<file path="config.mk">
export PLATFORM = sky130hd
export DESIGN_NAME = clk_div_bank
export DESIGN_NICKNAME = d
export VERILOG_FILES = /design/src/rtl/clk_div_pkg.sv /design/src/rtl/clk_div_ch.sv /design/src/rtl/clk_div_bank.sv
export SDC_FILE = /design/constraint.sdc
export NUM_CORES = 1
export LEC_CHECK = 0
export ABC_CLOCK_PERIOD_IN_PS = 3200
export CAP_MARGIN = 20
export CORE_MARGIN = 1.5
export CORE_UTILIZATION = 55
export CTS_CLUSTER_DIAMETER = 200
export DETAILED_ROUTE_END_ITERATION = 10
export GPL_TIMING_DRIVEN = 0
export PLACE_DENSITY_LB_ADDON = 0.12
export SLEW_MARGIN = 40
export SYNTH_ARGS = -nofsm -noshare
export SYNTH_HDL_FRONTEND = slang
export SYNTH_SLANG_ARGS = --single-unit
</file>
<file path="constraint.sdc">
create_clock -name clk_in1 -period 3.2 [get_ports clk_in1]
set_input_delay 0.64 -clock clk_in1 [delete_from_list [all_inputs] [get_ports clk_in1]]
set_output_delay 0.64 -clock clk_in1 [all_outputs]
set_load 0.02 [all_outputs]
</file>
<file path="src/rtl/clk_div_pkg.sv">
// clk_div_pkg: shared state encodings, minimum divide ratio and width helper
// for the clk_div_bank clock-enable / divided-clock generator.
package clk_div_pkg;

   // Bank sequencing states
   localparam logic [1:0] ST_IDLE   = 2'd0;
   localparam logic [1:0] ST_SETTLE = 2'd1;
   localparam logic [1:0] ST_LOCKED = 2'd2;
   localparam logic [1:0] ST_RELOAD = 2'd3;

   // Smallest divide ratio that still yields a square wave
   localparam int MIN_DIV = 2;

   // Bits needed to index n items, never less than one
   function automatic int ch_w(input int n);
      return (n <= 2) ? 1 : $clog2(n);
   endfunction

endpackage

</file>
<file path="src/rtl/clk_div_ch.sv">
// clk_div_ch: one divider channel. Holds the divide ratio (and, when
// CLK_DIV_PHASE_EN is defined, a start phase), runs the period counter and
// registers the enable pulse and square-wave decode.
module clk_div_ch
   import clk_div_pkg::*;
#(
   parameter int DIV_W   = 8,
   parameter int DEF_DIV = 2
) (
   input  logic             clk,
   input  logic             rst,
   input  logic             run,
   input  logic             reload,
   input  logic             load,
   input  logic [DIV_W-1:0] cfg_div,
   input  logic [DIV_W-1:0] cfg_phase,
   output logic             ce_out,
   output logic             clk_out
);

   localparam logic [DIV_W-1:0] ONE   = DIV_W'(1);
   localparam logic [DIV_W-1:0] D_MIN = DIV_W'(MIN_DIV);

   logic [DIV_W-1:0] div;
   logic [DIV_W-1:0] div_new;
   logic [DIV_W-1:0] div_m1;
   logic [DIV_W-1:0] cnt;
   logic [DIV_W-1:0] phase;

   // Ratios below the minimum are clamped rather than rejected
   assign div_new = (cfg_div < D_MIN) ? D_MIN : cfg_div;
   assign div_m1  = div - ONE;

   // Divide ratio register, written by the load strobe
   always_ff @(posedge clk or posedge rst) begin
      if (rst)       div <= DIV_W'(DEF_DIV);
      else if (load) div <= div_new;
   end

`ifdef CLK_DIV_PHASE_EN
   // Start phase register; a phase outside the new period falls back to 0
   always_ff @(posedge clk or posedge rst) begin
      if (rst)       phase <= '0;
      else if (load) phase <= (cfg_phase >= div_new) ? '0 : cfg_phase;
   end
`else
   logic unused_phase;
   assign phase        = '0;
   assign unused_phase = ^cfg_phase;
`endif

   // Period counter: preset to the phase on reload, wraps at div-1 while running
   always_ff @(posedge clk or posedge rst) begin
      if (rst)         cnt <= '0;
      else if (reload) cnt <= phase;
      else if (run)    cnt <= (cnt >= div_m1) ? '0 : cnt + ONE;
   end

   // Registered decode: pulse on the last count, high for the first half
   always_ff @(posedge clk or posedge rst) begin
      if (rst) begin
         ce_out  <= 1'b0;
         clk_out <= 1'b0;
      end else begin
         ce_out  <= run && (cnt == div_m1);
         clk_out <= run && (cnt < (div >> 1));
      end
   end

endmodule

</file>
<file path="src/rtl/clk_div_bank.sv">
// clk_div_bank: NUM_CH reconfigurable integer clock dividers sharing one
// relock sequencer. Optional programmable start phase via CLK_DIV_PHASE_EN.
module clk_div_bank
   import clk_div_pkg::*;
#(
   parameter int NUM_CH      = 3,
   parameter int DIV_W       = 8,
   parameter int LOCK_CYCLES = 16,
   parameter int DEF_DIV     = 2,
   localparam int CH_W       = ch_w(NUM_CH)
) (
   input  logic              clk_in1,
   input  logic              reset,
   input  logic              cfg_valid,
   output logic              cfg_ready,
   input  logic [CH_W-1:0]   cfg_ch,
   input  logic [DIV_W-1:0]  cfg_div,
   input  logic [DIV_W-1:0]  cfg_phase,
   output logic [NUM_CH-1:0] clk_out,
   output logic [NUM_CH-1:0] ce_out,
   output logic              locked
);

   localparam int               LC_W     = ch_w(LOCK_CYCLES);
   localparam logic [LC_W-1:0]  LC_LAST  = LC_W'(LOCK_CYCLES - 1);
   localparam logic [LC_W-1:0]  LC_ONE   = LC_W'(1);
   localparam logic [CH_W:0]    NUM_CH_L = (CH_W + 1)'(NUM_CH);

   logic [1:0]        state;
   logic [LC_W-1:0]   lock_cnt;
   logic              run;
   logic              reload;
   logic              xfer;
   logic              hit;
   logic [NUM_CH-1:0] load;

   // Handshake: a transfer happens on a rising edge where cfg_valid and
   // cfg_ready are both high. cfg_ready depends only on state, never on
   // cfg_valid. A transfer to a channel number outside the bank completes
   // but changes nothing; a transfer to a real channel forces a full resync.
   assign cfg_ready = (state == ST_SETTLE) || (state == ST_LOCKED);
   assign xfer      = cfg_valid && cfg_ready;
   assign hit       = xfer && ({1'b0, cfg_ch} < NUM_CH_L);
   assign run       = (state == ST_SETTLE) || (state == ST_LOCKED);
   assign reload    = (state == ST_RELOAD);
   assign locked    = (state == ST_LOCKED);

   // Sequencer: IDLE -> SETTLE -> LOCKED, any accepted config goes via RELOAD
   always_ff @(posedge clk_in1 or posedge reset) begin
      if (reset) begin
         state <= ST_IDLE;
      end else begin
         case (state)
            ST_IDLE:   state <= ST_SETTLE;
            ST_SETTLE: begin
               if (hit)                       state <= ST_RELOAD;
               else if (lock_cnt == LC_LAST)  state <= ST_LOCKED;
            end
            ST_LOCKED: if (hit) state <= ST_RELOAD;
            default:   state <= ST_SETTLE;
         endcase
      end
   end

   // Lock counter: cleared by reload, counts SETTLE cycles up to the last one
   always_ff @(posedge clk_in1 or posedge reset) begin
      if (reset)                                           lock_cnt <= '0;
      else if (state == ST_RELOAD)                         lock_cnt <= '0;
      else if ((state == ST_SETTLE) && (lock_cnt != LC_LAST)) lock_cnt <= lock_cnt + LC_ONE;
   end

   for (genvar i = 0; i < NUM_CH; i++) begin : g_ch
      assign load[i] = hit && (cfg_ch == CH_W'(i));

      clk_div_ch #(
         .DIV_W   (DIV_W),
         .DEF_DIV (DEF_DIV)
      ) u_ch (
         .clk       (clk_in1),
         .rst       (reset),
         .run       (run),
         .reload    (reload),
         .load      (load[i]),
         .cfg_div   (cfg_div),
         .cfg_phase (cfg_phase),
         .ce_out    (ce_out[i]),
         .clk_out   (clk_out[i])
      );
   end

endmodule

</file>
==> out/qor.yml, run 1 <==
holdCritPathClass: "reg2reg"
grt_start_max_net_pins: 37
synth_edf_count: 0
numPortBuffers: 20
wire_per_inst_um: 15.4
ys_ff_latch: 60
diodes: 0
cts_sinks: 60
yosysTopAreaCellShare: 0.351
dieWidth_um: 89.0
finalNonFillerCells: 566
switching_share: 0.434
cp_max_fo: 10
crit_type: "reg2reg"
cts_hold_buf: 0
synth.avg_cell_area_um2: 9.46
end_kind: "register"
cts-resized-gates: 0
maxCapViolCount: 0
combPwrFrac: 0.548
core_um2: 7210
rsz0062_at_grt: "no"
rows: 31
synth_area_um2: 4070
drcViolationCount: 0
setup_viol: 0
fin_crit_ns: 2.55
start_util: 0.564
die_area_um2: 7920
fin_nets: 536
critical_path_required_ns: 3.46
p_int_mw: 2.47
syn_to_final_growth_pct: 12.7
clockPowerShare: 0.140
cts_tree: "done"
crit_buf_inv: 1
finalClockSkew_ns: 0.0106
synth_cells: 430
yosysSeqAreaShare: 0.370
path_clk_slew_ns: 0.07
crit_family: "simple AND/OR/NAND/NOR gates"
p_leak_nw: 2.19
clkLatencyLatePin_ns: 0.34
maxSlewViolCount: 0
max_clock_freq_mhz: 393
dp_hpwl_mm: 6.52
synth_flop_cell: "dfrtp_1"
critical_path.max_stage_delay_ns: 0.44
final_cell_mix: "dfrtp_1, ha_1, inv_1, nand2_1, nand3_1"
syn_nets: 504
first_global_vias: 3026
die_y_um: 89.0
clockBufferDepth: 2
ant_nets: 0
start_kind: "register"
place_inst: 550
p_switching_mw: 1.89
drive_above_1_share: 0.124
place.gp.congestion: 0.823
ys_warn_count: 0
numCtsBuffers: 9
cts_setup_buffers: 0
final_common_cell: "dfrtp_1"
power_mw: 4.36
critPathSlowestCell: "dfrtp_1"
cts_root_buf: "clkbuf_8"
yosys-top-cells-area: "dfrtp_1, ha_1, xnor2_1, inv_1, mux2_2"
grtUsageTotal: 0.247
path_cells: "nor3_1 > nand2_1 > nor4_1 > xnor2_1 > ha_1 > nand4_1 > nor2_1 > a211oi_2 > buf_6 > nand2_2 > o22ai_1"
htreeDepth: 3
num_vias: 3140
grt_pass1_wl_mm: 14.6
tightest_slew_ns: 0.723
overflow: 0
cp_data_arrival_time_ns: 2.81
ys_types: 43
status: "finished, final reports clean"
via_per_inst: 5.55
powerDensity_nw_per_um2: 951
hold_viol: 0
totalWireLength_mm: 8.74
firstDrtPassIters: 4
synth_top_area_cell: "dfrtp_1"
relSlewSlack: 0.518
io_pins: 29
async_reset_ff_frac: 1.00
post-route-period-util: 0.796
power_frac_seq: 0.312
antenna_found_initial: 0
ir_drop_uv: 418
first_iter_violations: 142
tightest hold or removal path: cells and delay by family, from the launching register on:
kind	cells	cell delay, ns
compound gates	1	0.06
flops	1	0.39
simple gates	1	0.05
through the flow:
stage | area (µm²) | hold WS, ns | util | setup TNS (ns) | setup WS, ns
detailed placement | 4410 | 0.498 | 0.612 | 0 | 0.629
CTS | 4580 | 0.508 | 0.635 | 0 | 0.601
global placement | 4390 | 0.492 | 0.609 | -5.45 | -0.0997
floorplan | 4070 | 0.472 | - | 0 | 0.922
global route | 4580 | 0.536 | 0.635 | 0 | 0.431
finish | 4580 | 0.508 | 0.635 | 0 | 0.653
synthesized netlist by cell type, types with 4 or more instances:
cell type / count
nand2_1: 37
nor3_1: 8
buf_4: 7
nand2b_1: 5
o21ai_1: 9
ha_1: 53
nor2b_1: 5
a31oi_1: 9
nand4_1: 12
dfrtp_1: 57
buf_2: 4
nor2_1: 21
mux2_2: 13
and3_1: 5
o21ai_0: 20
nand3_1: 23
mux2i_1: 5
a21o_1: 16
a21oi_1: 10
inv_1: 42
xnor2_1: 22
metal layers:
layer,global-route usage,vias up,part of all wire
met1,0.322,1494,0.46
li1,-,1582,-
met5,0,-,0
met4,0.0881,0,0.013
met2,0.415,53,0.48
met3,0.0425,11,0.041
sequential cells by signal, summed over array words and instances (netlist names):
register           cells
lock_cnt               4
state                  2
g_ch.u_ch.ce_out       3
g_ch.u_ch.clk_out      3
g_ch.u_ch.cnt         24
g_ch.u_ch.div         24
final cells by class:
type                            count  area (µm²)
Multi-Input combinational cell    312        2290
Sequential cell                    60        1510
Clock buffer                       11         141
Fill cell                         607        2630
Tap cell                           99         124
Clock inverter                      5        27.5
Buffer                             16         114
Inverter                           42         160
Timing Repair Buffer               21         220
logic make-up (layout without fill, tap and decap cells):
kind of cell	after synthesis	count (layout)	share of synthesized area
buffers and inverters	58	95	0.0668
XOR/XNOR	24	24	0.0517
AND/OR/NAND/NOR	136	136	0.172
multiplexers	18	18	0.0483
flip-flops	60	60	0.370
adder cells (fa/ha/maj)	53	53	0.163
AO/OA/AOI/OAI	81	81	0.128
power by group through the flow:
stage	clock, mW	sequential, mW	combinational [mW]
finish	0.609	1.36	2.39
floorplan	0	1.27	1.87
global route	0.662	1.40	2.72
global placement	0	1.35	2.29
detailed placement	0	1.36	2.39
CTS	0.627	1.35	2.40
worst paths after layout:
kind | cells past startpoint | endpoint | slack (ns) | from
worst max-delay path | 11 | g_ch[1].u_ch.cnt[4]$_DFFE_PP0P_ | 0.65 | g_ch[1].u_ch.div[2]$_DFFE_PP0P_
worst min-delay path | 2 | g_ch[1].u_ch.div[1]$_DFFE_PP1P_ | 0.51 | g_ch[1].u_ch.div[1]$_DFFE_PP1P_
worst max register to register | 11 | g_ch[1].u_ch.cnt[4]$_DFFE_PP0P_ | 0.65 | g_ch[1].u_ch.div[2]$_DFFE_PP0P_
worst min register to register | 2 | g_ch[1].u_ch.div[1]$_DFFE_PP1P_ | 0.51 | g_ch[1].u_ch.div[1]$_DFFE_PP1P_
max in group asynchronous | 3 | g_ch[1].u_ch.div[1]$_DFFE_PP1P_ | 2.00 | reset
min in group asynchronous | 2 | state[0]$_DFFE_PP0P_ | 0.63 | reset
Power figures use the tool's default switching activity.
==> run 2: changes to the inputs <==
ABC_CLOCK_PERIOD_IN_PS = 2700   (was 3200)
clock period = 2.7 ns   (was 3.2 ns; I/O delays follow)
==> out/qor.yml, run 2 (synthesis results as in run 1) <==
end_kind: "register"
hold_viol: 0  # unchanged
powerDensity_nw_per_um2: 1130  # +19%
busiest_layer: "met2"
first_global_vias: 3026  # unchanged
holdCritPathClass: "reg2reg"
start_kind: "register"
cts_tree: "done"
whs_path_depth: 2  # unchanged
io_pins: 29  # unchanged
use_met1: 0.322  # unchanged
fin_nets: 536  # unchanged
numCtsBuffers: 9  # unchanged
cts_setup_buffers: 0  # unchanged
fin_crit_ns: 2.54  # -0.0108 ns
multi_input_comb_area_um2: 2300  # +0.44%
die_y_um: 89.0  # unchanged
grt_pass1_wl_mm: 14.6  # unchanged
max_clock_freq_mhz: 394  # +0.42%
dp_hpwl_mm: 6.52  # unchanged
via_per_inst: 5.53  # -0.32%
seq_area_um2: 1510  # unchanged
final_common_cell: "dfrtp_1"
grt_use_met2: 0.415  # unchanged
hold-path-endpoint: "g_ch[2].u_ch.div[1]$_DFFE_PP1P_"
clkLatencyLatePin_ns: 0.34  # about the same
use_met3: 0.0425  # unchanged
crit_type: "reg2reg"
drive_above_1_share: 0.128  # +0.00428
ir_drop_uv: 496  # +19%
status: "finished, final reports clean"
cts_root_buf: "clkbuf_8"
antenna_found_initial: 0  # unchanged
clockBufferDepth: 2  # unchanged
p_int_mw: 2.93  # +19%
r2r_setup_slack_ns: 0.16  # -0.49 ns
reg2reg_to: "g_ch[2].u_ch.cnt[5]$_DFFE_PP0P_"
final_cell_area_um2: 4590  # +0.22%
reg2reg_from: "g_ch[2].u_ch.div[2]$_DFFE_PP0P_"
clockPowerShare: 0.139  # about the same
switching_share: 0.435  # +0.00104
htreeDepth: 3  # unchanged
diodes: 0  # unchanged
setup_viol: 0  # unchanged
firstDrtPassIters: 4  # unchanged
num_vias: 3130  # -0.32%
grtUsageTotal: 0.247  # unchanged
dieWidth_um: 89.0  # unchanged
grt_start_max_net_pins: 37  # unchanged
ant_nets: 0  # unchanged
overflow: 0  # unchanged
syn_to_final_growth_pct: 12.9
dpl_cell_area_um2: 4410  # unchanged
finalClockSkew_ns: 0.0106  # -0.0000140 ns
min-delay-start: "g_ch[2].u_ch.div[1]$_DFFE_PP1P_"
first_iter_violations: 135  # -4.9%
power_mw: 5.18  # +19%
final_cell_mix: "dfrtp_1, ha_1, inv_1, nand2_1, nand3_1"
numPortBuffers: 20  # unchanged
tightest_slew_ns: 0.712  # -0.0105 ns
cts_sinks: 60  # unchanged
critical_path_required_ns: 2.93  # -0.53 ns
rows: 31  # unchanged
post-route-period-util: 0.939  # +0.143
cp_data_arrival_time_ns: 2.77  # -0.04 ns
wire_per_inst_um: 15.5  # +0.17%
place.gp.congestion: 0.823  # unchanged
start_util: 0.564  # unchanged
totalWireLength_mm: 8.76  # +0.17%
p_leak_nw: 2.19  # +0.10%
drcViolationCount: 0  # unchanged
cp_max_fo: 10  # unchanged
fill_cells: 607  # unchanged
power_frac_seq: 0.312  # about the same
ff2ff_path_depth: 11  # unchanged
die_area_um2: 7920  # unchanged
maxCapViolCount: 0  # unchanged
path_clk_slew_ns: 0.08  # about the same
relSlewSlack: 0.525  # +0.00697
core_um2: 7210  # unchanged
p_switching_mw: 2.25  # +19%
maxSlewViolCount: 0  # unchanged
combPwrFrac: 0.549  # about the same
top_regs: "g_ch.u_ch.cnt x24, g_ch.u_ch.div x24, lock_cnt x4"
==> run 2: what timing repair did <==
action                                  in CTS  in global routing
endpoints found under the setup margin       0                 10
resized for setup                            0                  2
hold buffers                                 0                  0
==> run 2: cell type report <==
cell class,instances,area share
Multi-Input combinational cell,312,0.501
Sequential cell,60,0.328
Timing Repair Buffer,21,0.0480
Inverter,42,0.0349
Clock buffer,11,0.0308
Tap cell,99,0.0270
Buffer,16,0.0248
Clock inverter,5,0.00599
==> run 2: power by group through the flow <==
| stage | combinational [mW] | sequential, mW | clock (mW) |
|---|---|---|---|
| 2_1_floorplan | 2.21 | 1.51 | 0 |
| 3_3_place_gp | 2.72 | 1.60 | 0 |
| 3_5_place_dp | 2.83 | 1.61 | 0 |
| 4_1_cts | 2.84 | 1.60 | 0.743 |
| 5_1_grt | 3.23 | 1.66 | 0.785 |
| 6_report | 2.84 | 1.62 | 0.721 |
==> run 2: per-layer routing <==
metal	wire, µm	vias to the layer above	share of wire
met5	0	-	0
met4	114	0	0.013
met3	293	11	0.033
met2	4240	49	0.48
met1	4110	1491	0.47
li1	-	1579	-
==> run 2: worst max path at each step <==
stage,start,endpoint,depth (start not counted)
2_1_floorplan,g_ch[1].u_ch.div[2]$_DFFE_PP0P_,g_ch[1].u_ch.cnt[5]$_DFFE_PP0P_,11
4_1_cts,g_ch[1].u_ch.div[2]$_DFFE_PP0P_,g_ch[1].u_ch.cnt[4]$_DFFE_PP0P_,11
3_3_place_gp,reset,g_ch[0].u_ch.cnt[1]$_DFFE_PP0P_,2
6_report,g_ch[2].u_ch.div[2]$_DFFE_PP0P_,g_ch[2].u_ch.cnt[5]$_DFFE_PP0P_,11
3_5_place_dp,g_ch[1].u_ch.div[2]$_DFFE_PP0P_,g_ch[1].u_ch.cnt[4]$_DFFE_PP0P_,11
5_1_grt,g_ch[1].u_ch.div[2]$_DFFE_PP0P_,g_ch[1].u_ch.cnt[5]$_DFFE_PP0P_,11
==> run 2: through the flow <==
stage	setup TNS, ns	cells	setup slack (ns)	hold WS [ns]	utilization
after floorplan	0	430	0.422	0.472	-
after global routing	-0.0170	566	-0.00935	0.541	0.636
after CTS	0	566	0.101	0.508	0.635
after detailed placement	0	550	0.129	0.498	0.612
final	0	566	0.164	0.507	0.636
after global placement	-28.25	549	-0.500	0.492	0.609
==> run 2: worst max-delay path, stage by stage (launching register included) <==
cell and delay (ns):
dfrtp_1 0.43, nor3_1 0.32, nand2_1 0.13, nor4_1 0.28
xnor2_1 0.13, ha_1 0.31, nand4_1 0.12, nor2_1 0.13
a21o_1 0.17, buf_6 0.15, o21ai_1 0.08, a21o_1 0.18
==> RTL change 1: new RTL, flow settings as in run 1 <==
Register the input `cfg_div` before use, without a reset. The logic sees it one clock later. The other inputs are not delayed to match.
--- a/src/rtl/clk_div_bank.sv
+++ b/src/rtl/clk_div_bank.sv
@@ -27,2 +27,8 @@
    localparam logic [CH_W:0]    NUM_CH_L = (CH_W + 1)'(NUM_CH);
+
+   logic [DIV_W-1:0] cfg_div_q;
+
+   always_ff @(posedge clk_in1) begin
+      cfg_div_q <= cfg_div;
+   end
 
@@ -83,3 +89,3 @@
          .load      (load[i]),
-         .cfg_div   (cfg_div),
+         .cfg_div   (cfg_div_q),
          .cfg_phase (cfg_phase),
Function: changed (a bounded check fails within 10 cycles, from zero or initial values and one cycle with reset high).
==> RTL change 1 against run 1 <==
- via count rose by 1.9%
- final area rose by 3.3%
- sequential cell count rose by 8
- first-iteration DRC count fell by 6.3%
- worst setup slack got worse by 0.36 ns
- area after synthesis rose by 2.3%
- wire length fell by 2.5%
- power rose by 2.4%
- clock power rose by 23%
- fmax fell by 12%
- critical endpoint is now g_ch[1].u_ch.cnt[5]
- largest cell class unchanged
==> RTL change 1: results (changes against run 1) <==
- The maximum number of buffers from clock root to sink is 2 (unchanged).
- The count of inserted antenna diode cells came to 0 (unchanged).
- The wire length of the first global-routing pass is 14800 um (was 14600 um).
- The layout cell share with drive strength beyond 1 was 0.101 (was 0.124).
- The setup slack of the worst register-to-register path is 0.30 ns (was 0.65 ns).
- The met2 layer wire length in the routed design was 3950 um (was 4240 um).
- The leakage power figure is 2.23 nW (was 2.19 nW).
- The number of fill cells in the layout was 645 (was 607).
- Outcome: complete, no violations (unchanged).
- The global routing met2 resource utilization is 0.358 (was 0.415).
- The number of global-route vias before repair is 3213 (was 3026).
- The wire length the detailed router placed on met1 is 4090 um (was 4030 um).
- The worst clock skew is 0.00655 ns (was 0.0106 ns).
- The total detailed-routing wirelength is 8530 um (was 8740 um).
- The violation count after the first detailed-route iteration is 133 (was 142).
- The pin count of the biggest net entering global routing is 44 (was 37).
- The global routing usage on met3 was 0.0347 (was 0.0425).
- Leading post-synthesis cells by cell area: dfrtp_1 34%, ha_1 16%, xnor2_1 4.4% (was dfrtp_1 35%, ha_1 16%, xnor2_1 4.7%).
- The routability congestion estimate was 0.849 (was 0.823).
- The register area share after synthesis is 0.400 (was 0.370).
- The worst-case vdd ir drop is 404 uV (was 418 uV).
- The met3 wire length came to 349 um (was 357 um).
- The buffer cell driving the clock tree root was clkbuf_8 (unchanged).
- The arrival time of the worst setup path was 3.18 ns (was 2.81 ns).
- The per-cell via count in the routed design was 5.65 (was 5.55).
- The overall routing resource usage is 0.229 (was 0.247).
- The total CTS buffers is 9 (unchanged).
- The top layer used by detailed routing was met4 (unchanged).
- The global routing met1 resource utilization is 0.317 (was 0.322).
- The number of nets in the layout came to 536 (unchanged).
- The async set-or-reset flop fraction in the synthesized netlist is 0.882 (was 1.00).
- The relative slew slack is 0.563 (was 0.518).
- Biggest registers after layout: g_ch.u_ch.cnt: 24 flops, g_ch.u_ch.div: 24 flops, cfg_div_q: 8 flops (was g_ch.u_ch.cnt: 24 flops, g_ch.u_ch.div: 24 flops, lock_cnt: 4 flops).
- Top cells by instance count after synthesis: 57 x dfrtp_1, 53 x ha_1, 38 x inv_1 (was 57 x dfrtp_1, 53 x ha_1, 42 x inv_1).
- The class of the most critical hold timing path is reg -> reg (unchanged).
- The count of cell types in the netlist came to 46 (was 43).
- The switching share of total power is 0.427 (was 0.434).
- The clock insertion delay at the later pin of the skew report is 0.36 ns (was 0.34 ns).
- The half-perimeter wire length after detailed placement is 6310 um (was 6520 um).
- The number of post-CTS setup repair buffers is 0 (unchanged).
- The number of warnings printed during yosys synthesis came to 0 (unchanged).
- The largest fanout on the critical path was 10 (unchanged).
RTL change 1: repair_timing:
item,in CTS,in global routing
setup endpoints to repair,0,11
resized for setup,0,5
hold endpoints to repair,0,0
RTL change 1: worst paths after layout:
| path | from | endpoint | cells after the start |
|---|---|---|---|
| max | g_ch[1].u_ch.div[2] | g_ch[1].u_ch.cnt[5] | 11 |
| min in group asynchronous | reset | g_ch[2].u_ch.clk_out | 2 |
| max in group asynchronous | reset | g_ch[1].u_ch.div[1] | 3 |
| max reg2reg | g_ch[1].u_ch.div[2] | g_ch[1].u_ch.cnt[5] | 11 |
| min | g_ch[2].u_ch.div[1] | g_ch[2].u_ch.div[1] | 2 |
| min reg2reg | g_ch[2].u_ch.div[1] | g_ch[2].u_ch.div[1] | 2 |
RTL change 1: final cells by class:
type | count | area (um^2) | share of cell area
plain buffers | 14 | 85.1 | 0.0180
clock buffers | 9 | 124 | 0.0262
clock inverters | 7 | 82.6 | 0.0175
inverters | 38 | 145 | 0.0307
multi-input cells | 310 | 2280 | 0.481
flip-flops and latches | 68 | 1670 | 0.352
well taps | 99 | 124 | 0.0262
repair buffers | 21 | 228 | 0.0481
RTL change 1: power by group through the flow:
stage	logic (mW)	registers, mW	clock network (mW)
final	2.31	1.40	0.747
after global routing	2.61	1.45	0.798
after CTS	2.32	1.40	0.766
after detailed placement	2.30	1.42	0
after global placement	2.20	1.41	0
after floorplan	1.77	1.34	0
RTL change 1: worst reg2reg max path: stages (launching register included):
cell,delay (ns)
dfrtp_1,0.44
nor3_1,0.28
nand2_1,0.12
nor4_1,0.28
xnor2_1,0.17
ha_1,0.27
and3_1,0.23
a221o_1,0.40
a31oi_4,0.23
buf_6,0.18
a21oi_1,0.07
mux2i_1,0.16
RTL change 1: cell families after synthesis:
logic type,count (synthesis),synth area share
adder cells (fa/ha/maj),53,0.159
buffers and inverters,52,0.0542
multiplexers,21,0.0545
flip-flops,68,0.400
AO/OA/AOI/OAI,77,0.122
XOR/XNOR,22,0.0463
AND/OR/NAND/NOR,137,0.163
RTL change 1: per-stage QoR:
| step | area [um^2] | total power [mW] | setup slack (ns) | hold WS, ns | setup TNS [ns] |
|---|---|---|---|---|---|
| 6_report | 4730 | 4.46 | 0.296 | 0.506 | 0 |
| 5_1_grt | 4730 | 4.86 | 0.0240 | 0.538 | 0 |
| 4_1_cts | 4720 | 4.49 | 0.194 | 0.508 | 0 |
| 3_5_place_dp | 4510 | 3.71 | 0.229 | 0.496 | 0 |
| 3_3_place_gp | 4480 | 3.60 | -0.0306 | 0.496 | -1.43 |
| 2_1_floorplan | 4160 | 3.11 | 0.647 | 0.458 | 0 |
==> RTL change 2: new RTL, config.mk and constraints of run 1 <==
Made on the original files. The parameter `LOCK_CYCLES` goes from 16 to 17.
--- a/src/rtl/clk_div_bank.sv
+++ b/src/rtl/clk_div_bank.sv
@@ -7,3 +7,3 @@
    parameter int DIV_W       = 8,
-   parameter int LOCK_CYCLES = 16,
+   parameter int LOCK_CYCLES = 17,
    parameter int DEF_DIV     = 2,
Behaviour: same outputs for any inputs over 10 cycles, from zero or initial values and one cycle with reset high; that may be too few to reach the edited logic, so the function may still have changed.
==> RTL change 2 against run 1 <==
- area after synthesis increased by 0.95%
- final area is 1.1% higher
- critical path depth shrank 1
- power grew 0.68%
- sequential cell count up 1
- core utilization up 0.37 points
- fmax shrank 1.4%
- wire length is 1.8% higher
- worst setup slack worse by 0.037 ns
==> RTL change 2: results (changes against run 1) <==
- The cell area after placement is 0.00445 mm^2 (was 0.00441 mm^2).
- Outcome: complete, no violations (unchanged).
- The worst clock skew is 0.00757 ns (was 0.0106 ns).
- The worst-case vdd ir drop was 464 uV (was 418 uV).
- The violation count after the first detailed-route iteration is 138 (was 142).
- The leakage power figure is 2.16 nW (was 2.19 nW).
- The arrival time of the worst setup path came to 2.85 ns (was 2.81 ns).
- The cell count after synthesis is 440 (was 430).
- The number of vias after detailed routing was 3282 (was 3140).
- The number of global-route vias before repair is 3085 (was 3026).
- Top cells by instance count after synthesis: 58 x dfrtp_1, 54 x ha_1, 42 x nand2_1 (was 57 x dfrtp_1, 53 x ha_1, 42 x inv_1).
- The filler-free cell count of the finished design is 576 (was 566).
- The number of post-CTS setup repair buffers is 0 (unchanged).
- The pin count of the biggest net entering global routing is 38 (was 37).
- The number of antenna violations at the first check in global routing is 0 (unchanged).
- The overall routing resource usage is 0.246 (was 0.247).
- The largest incremental delay on the critical path came to 0.40 ns (was 0.44 ns).
- The half-perimeter wire length after detailed placement is 6670 um (was 6520 um).
- The layout cell share with drive strength beyond 1 is 0.117 (was 0.124).
- The number of port buffers was 20 (unchanged).
- The number of warnings printed during yosys synthesis is 0 (unchanged).
- The number of cell instances on the worst register-to-register path was 10 (was 11).
- The setup slack of the worst register-to-register path is 0.62 ns (was 0.65 ns).
- Leading post-synthesis cells by cell area: dfrtp_1 35%, ha_1 16%, xnor2_1 4.9% (was dfrtp_1 35%, ha_1 16%, xnor2_1 4.7%).
- The total detailed-routing wirelength is 8900 um (was 8740 um).
- The register area share after synthesis was 0.373 (was 0.370).
- The number of instances in the placed design is 560 (was 550).
- The timing startpoint of the critical path is g_ch[2].u_ch.div[0] (was g_ch[1].u_ch.div[2]).
- The wire length of the first global-routing pass is 14700 um (was 14600 um).
- The largest fanout on the critical path is 8 (was 10).
- The endpoint of the most critical register-to-register path is g_ch[2].u_ch.cnt[4] (was g_ch[1].u_ch.cnt[4]).
- The count of cell types in the netlist is 42 (was 43).
- Biggest registers after layout: g_ch.u_ch.cnt: 24 flops, g_ch.u_ch.div: 24 flops, lock_cnt: 5 flops (was g_ch.u_ch.cnt: 24 flops, g_ch.u_ch.div: 24 flops, lock_cnt: 4 flops).
- The worst slack at placement was 0.659 ns (was 0.629 ns).
- The relative slew slack came to 0.582 (was 0.518).
- The number of nets in the layout is 547 (was 536).
- The routability congestion estimate was 0.852 (was 0.823).
## RTL change 2: cell families (layout without fill, tap and decap cells)
kind of cell	after synthesis	in the layout	share of synthesized area
AND/OR/NAND/NOR	152	152	0.180
adder cells (fa/ha/maj)	54	54	0.165
XOR/XNOR	26	26	0.0555
multiplexers	18	18	0.0475
buffers and inverters	55	92	0.0634
flip-flops	61	61	0.373
AO/OA/AOI/OAI	74	74	0.116
## RTL change 2: area by class of cell
class	count	area, um^2
plain buffers	15	110
clock buffers	10	138
clock inverters	6	38.8
fillers	629	2620
inverters	40	153
multi-input cells	324	2320
flip-flops and latches	61	1530
well taps	99	124
repair buffers	21	220
## RTL change 2: power breakdown
part / internal (mW) / total [mW] / switching [mW]
registers: 1.05 / 1.34 / 0.284
logic: 1.08 / 2.42 / 1.35
clock network: 0.299 / 0.624 / 0.326
total: 2.43 / 4.39 / 1.96
## RTL change 2: how the worst min path moves through the flow
| stage | startpoint | endpoint | slack, ns | cells after the start |
|---|---|---|---|---|
| after floorplan | g_ch[2].u_ch.cnt[7] | g_ch[2].u_ch.clk_out | 0.45 | 1 |
| after global placement | g_ch[2].u_ch.cnt[7] | g_ch[2].u_ch.clk_out | 0.49 | 1 |
| after detailed placement | g_ch[2].u_ch.cnt[7] | g_ch[2].u_ch.clk_out | 0.48 | 1 |
| after CTS | g_ch[2].u_ch.cnt[7] | g_ch[2].u_ch.clk_out | 0.49 | 1 |
| after global routing | g_ch[2].u_ch.cnt[7] | g_ch[2].u_ch.clk_out | 0.51 | 1 |
| final | g_ch[2].u_ch.cnt[7] | g_ch[2].u_ch.clk_out | 0.49 | 1 |
## RTL change 2: per-layer routing
metal,wire [um],share of wire,track usage
met5,0,0,0
met4,174,0.020,0.0895
met3,375,0.042,0.0702
met2,4040,0.45,0.378
met1,4310,0.48,0.331
